## src/rtl/qos_ingress_classifier.sv

```systemverilog
// rtl/qos_ingress_classifier.sv - QoS ingress classifier: one-word hold stage steering bytes into four class FIFOs
module qos_ingress_classifier #(
    parameter int DATA_WIDTH   = 8,
    parameter int DROP_ON_FULL = 0,
    parameter int STALL_LIMIT  = 16,
    parameter int CNT_WIDTH    = 8
) (
    input  logic                  CLK,
    input  logic                  RESET,
    input  logic [DATA_WIDTH-1:0] DATA_IN,
    input  logic                  in_valid,
    output logic                  in_ready,
    input  logic [3:0]            Full,
    input  logic                  pausa,
    output logic [DATA_WIDTH-1:0] DATA_OUT,
    output logic [3:0]            push,
    output logic [CNT_WIDTH-1:0]  drop_cnt,
    output logic                  err_stall,
    output logic                  busy
);

    typedef enum logic [1:0] {IDLE, HOLD, STALL} state_t;

    localparam logic [7:0]           LIMIT   = 8'(STALL_LIMIT);
    localparam logic [CNT_WIDTH-1:0] CNT_ONE = 1;

    state_t                 state_q, state_d;
    logic [DATA_WIDTH-1:0]  hold_data_q;
    logic [1:0]             hold_cls_q;
    logic [7:0]             stall_cnt_q, stall_cnt_d;
    logic [CNT_WIDTH-1:0]   drop_cnt_q, drop_cnt_d;
    logic                   err_q, err_d;
    logic                   push_any, drop, accept, blocked;

    // Class comes only from the hold register, so push cannot glitch on DATA_IN changes
    assign busy     = (state_q != IDLE);
    assign push     = (busy && !Full[hold_cls_q] && !pausa) ? (4'b0001 << hold_cls_q) : 4'b0000;
    assign push_any = |push;
    assign drop     = (DROP_ON_FULL != 0) && busy && Full[hold_cls_q] && !pausa;
    assign in_ready = RESET && (!busy || push_any);
    assign accept   = in_valid && in_ready;
    assign blocked  = busy && !push_any && !drop;

    assign DATA_OUT  = hold_data_q;
    assign drop_cnt  = drop_cnt_q;
    assign err_stall = err_q;

    always_comb begin
        state_d     = state_q;
        stall_cnt_d = stall_cnt_q;
        drop_cnt_d  = drop_cnt_q;
        err_d       = err_q;
        case (state_q)
            IDLE: begin
                if (accept) state_d = HOLD;
            end
            HOLD, STALL: begin
                if (drop) begin
                    state_d     = IDLE;
                    stall_cnt_d = 8'd0;
                    if (drop_cnt_q != '1) drop_cnt_d = drop_cnt_q + CNT_ONE;
                end else if (push_any) begin
                    state_d     = accept ? HOLD : IDLE;
                    stall_cnt_d = 8'd0;
                end else begin
                    state_d = STALL;
                    if (state_q == HOLD)
                        stall_cnt_d = 8'd1;
                    else if (stall_cnt_q != 8'hFF)
                        stall_cnt_d = stall_cnt_q + 8'd1;
                end
            end
            default: state_d = IDLE;
        endcase
        if (blocked && (stall_cnt_d >= LIMIT)) err_d = 1'b1;
    end

    always_ff @(posedge CLK or negedge RESET) begin
        if (!RESET) begin
            state_q     <= IDLE;
            hold_data_q <= '0;
            hold_cls_q  <= 2'd0;
            stall_cnt_q <= 8'd0;
            drop_cnt_q  <= '0;
            err_q       <= 1'b0;
        end else begin
            state_q     <= state_d;
            stall_cnt_q <= stall_cnt_d;
            drop_cnt_q  <= drop_cnt_d;
            err_q       <= err_d;
            if (accept) begin
                hold_data_q <= DATA_IN;
                hold_cls_q  <= DATA_IN[DATA_WIDTH-1:DATA_WIDTH-2];
            end
        end
    end

endmodule

```

## config.mk

```make
export PLATFORM = sky130hd
export DESIGN_NAME = qos_ingress_classifier
export DESIGN_NICKNAME = d
export VERILOG_FILES = /design/src/rtl/qos_ingress_classifier.sv
export SDC_FILE = /design/constraint.sdc
export NUM_CORES = 1
export LEC_CHECK = 0
export CORE_AREA = 5 5 60 62
export CTS_CLUSTER_DIAMETER = 80
export DETAILED_ROUTE_END_ITERATION = 8
export DIE_AREA = 0 0 65 67
export PLACE_DENSITY = 0.73
export REMOVE_ABC_BUFFERS = 1
export SETUP_SLACK_MARGIN = 0.02
export SYNTH_ARGS = -nofsm -noshare
export SYNTH_HDL_FRONTEND = slang
export SYNTH_SLANG_ARGS = --single-unit
```

## constraint.sdc

```tcl
create_clock -name CLK -period 2 [get_ports CLK]
set_clock_uncertainty 0.15 [all_clocks]
set_input_delay 0.4 -clock CLK [delete_from_list [all_inputs] [get_ports CLK]]
set_output_delay 0.4 -clock CLK [all_outputs]
set_load 0.01 [all_outputs]
```

==> key figures <==
Run status
  – Status: complete, but fails checks
  – Failing checks: setup timing

Synth
  – Top post-synthesis cells by count: dfrtp_1 (19), buf_4 (8), mux2_2 (8), nand2_1 (8), nor2_1 (8)
  – Synthesized area: between 1000 and 1500 um^2
  – Largest area contributor in the netlist: dfrtp_1
  – Post-synth EDFFs: 0
  – Sequential area share after synthesis: 0.4095
  – Synthesized netlist cell count: between 100 and 150
  – Ys Warns: 0
  – Avg Inst Size Synth: 9.924 um^2
  – Post-synthesis register bit count: 19
  – Count leader, synth: dfrtp_1
  – Ys flop type: dfrtp_1
  – Synth unique cells: 38
  – FFs w/ async S/R, synth: 1.000
  – Ranking of synthesized cells by area: dfrtp_1 (41%), mux2_2 (7.8%), buf_4 (5.2%)
  – Top-area cell type share of the netlist area: 0.4095

Detailed routing
  – Routed WL per cell: 15.47 um
  – Initial DRC Count: 29
  – Pre-antenna DRT Iters: 4
  – DRC Markers: 0
  – ANT nets after route: 0
  – DRT Wirelength: 3.124 mm
  – Total number of vias: between 1,000 and 1,500
  – Vias/cell: 5.272

Global routing
  – Initial antenna violation count: 0
  – First-pass GRT wire length: 4.650 mm
  – Largest net degree at the start of global routing: 21
  – GRT overflow: 0
  – Vias in the first global route: around 1,000
  – GRT Total Usage: 0.1377

Worst setup path
  – CP arrival: around 1.7 ns
  – Largest delay contributor family on the critical path: simple AND/OR/NAND/NOR gates
  – Buf+Inv Stages, Crit Path: 3
  – R2R Setup Slk: -0.23 ns
  – Critical path's largest stage delay: 0.43 ns
  – CP Class: reg2out
  – Reg-to-Reg Start: state_q[1]
  – Req. time, crit path: roughly 1.5 ns
  – Worst-path maximum fanout: 3
  – Setup crit start kind: flip-flop
  – Setup crit end kind: primary output
  – Crit path max-delay cell type: or3b_4
  – Reg2reg path depth: 9
  – R2r endpoint: DATA_OUT[4]
  – Cell Chain, Critical Path: inv_2, ha_4, or3b_4, buf_6, nor3_4, buf_2

Floorplanning
  – Core Region: just under 3000 um^2
  – I/O pins: 39
  – Starting Density: 0.3899
  – Die height: about 67 um
  – Row count: 20
  – Die Area: ~4400 um^2
  – Die width: approximately 65 um

Placed design
  – RePlAce Congestion: between 0.8 and 0.9
  – Post-detail-place hpwl: between 2 and 2.5 mm
  – Port buffer count: 30
  – Dpl cells: between 150 and 200
  – Post-DP Area: around 1600 um^2

Power and ir drop
  – Switching Fraction: 0.3940
  – VDD IR-drop max: 0.7818 mV
  – Gate power share: 0.632
  – Switch Pwr: 939.5 uW
  – Clock power frac: 0.083
  – LEAKAGE: 0.8119 nW
  – Register share of total power: 0.285
  – Pwr dens: between 1000 and 1500 nW/um^2
  – Total power draw: 2.385 mW
  – Internal: between 1 and 1.5 mW

Final layout
  – Layout cell share with drive strength beyond 1: 0.3609
  – Layout area overhead: 51.94%
  – # diodes: 0
  – Nets@finish: 190
  – Fin cells: 202
  – Layout fillers: about 260
  – Final Cell Area: between 1500 and 2000 um^2

CTS
  – CTS clk-pin slew, worst paths: ~0.12 ns
  – Worst-Skew Late Latency: 0.30 ns
  – CTS tree: done
  – Clock Root Buffer: clkbuf_4
  – CTS Buf Count: 3
  – Post-cts hold buffer count: 0
  – CTS H-tree depth: 1
  – CTS Buffer Depth: 2
  – Clk sinks: 19

STA
  – Final setup vio count: 16
  – Hold Fails Final Rpt: 0
  – Final Max Tran Viols: 0
  – Tcrit/Tclk final: 1.137
  – Setup WS post-layout: -0.2748 ns
  – RSZ-0062 raised after global routing: true
  – Minimum clock period: approximately 2.3 ns
  – Setup TNS: -3.183 ns
  – Maximum clock rate: about 440 MHz

Worst hold path
  – Hold Crit Start: err_stall
  – Worst hold path class: reg2reg
  – WHS Path Cells: 2
  – WHS Endpoint: err_stall

Job
  – MaxCap Viol Count: 0
[layout by cell type (no fill, tap or decap), types with 3 or more instances in the layout]
master / netlist / final
inv_1: 7 / 5
nand2_1: 8 / 8
clkdlybuf4s50_1: 0 / 23
clkbuf_4: 0 / 3
and3_1: 4 / 4
dfrtp_1: 19 / 19
nor2_1: 8 / 6
conb_1: 1 / 8
buf_6: 1 / 4
mux2_4: 0 / 8
buf_4: 8 / 17
nand3_1: 5 / 5
buf_2: 0 / 5
nand4_1: 3 / 3
a21oi_1: 6 / 5
o21ai_0: 4 / 3
[flip-flops by register name (all words and copies together), names as in the netlist]
| register | count |
|---|---|
| DATA_OUT | 8 |
| err_stall | 1 |
| state_q | 2 |
| stall_cnt_q | 8 |
[worst reg2reg max path, stage by stage, from the launching register on]
cell and delay [ns]:
dfrtp_1 0.38, inv_2 0.06, ha_4 0.16, or3b_4 0.43
o22ai_4 0.13, buf_6 0.12, buf_6 0.10, o211a_4 0.16
buf_12 0.14, mux2_4 0.31
[power groups by stage]
stage | Sequential, mW | Combinational [mW] | Clock [mW]
6_report | 0.679 | 1.51 | 0.199
2_1_floorplan | 0.697 | 0.572 | 0
5_1_grt | 0.704 | 1.62 | 0.237
3_5_place_dp | 0.665 | 1.23 | 0
3_3_place_gp | 0.653 | 1.19 | 0
4_1_cts | 0.658 | 1.27 | 0.210
[repair_timing]
action | 4_1_cts | 5_1_grt
resized for setup | 31 | 28
gates cloned | 0 | 0
endpoints found under the setup margin | 18 | 19
pin swaps | 6 | 6
setup buffers | 1 | 5
[how the worst max path moves through the flow]
stage          slack [ns]          end       start  cells past startpoint
3_3_place_gp        -0.53     in_ready       pausa                      5
4_1_cts             -0.29     in_ready  state_q[1]                      6
6_report            -0.27      push[1]  state_q[1]                      6
2_1_floorplan       -0.29  DATA_OUT[1]  state_q[0]                      6
3_5_place_dp        -0.58     in_ready       pausa                      5
5_1_grt             -0.36      push[1]  state_q[1]                      6
[per-stage QoR]
step / utilization / hold WS, ns / setup slack [ns]
after global routing: 0.5924 / 0.3576 / -0.3642
after CTS: 0.5458 / 0.3456 / -0.2888
after floorplan: - / -0.04559 / -0.2852
final: 0.5924 / 0.3353 / -0.2748
after detailed placement: 0.5315 / 0.3155 / -0.5758
after global placement: 0.5315 / 0.3121 / -0.5325
[metal layers]
metal | routed length [um] | GRT usage
met5 | 0 | 0
met4 | 14 | 0.03166
met3 | 155 | 0.04722
met2 | 1657 | 0.2439
met1 | 1297 | 0.1591
[kinds of logic after synthesis]
kind of cell,after synthesis,synth area share
and+or+nand+nor,39,0.1832
AOI/OAI and AO/OA,24,0.1563
buffers and inverters,18,0.09052
other,1,0.003230
adders and majority gates,4,0.04311
muxes,12,0.1142
DFF,19,0.4095
[area by class of cell]
class	instances	area, um^2	area share
multi-input combinational	87	729.5	0.4135
sequential	19	475.5	0.2695
timing repair buffer	52	461.7	0.2617
tap	33	41.29	0.02340
inverter	7	26.28	0.01489
clock buffer	3	22.52	0.01277
clock inverter	1	7.507	0.004255
No activity file was read; power rests on OpenSTA's default activity.
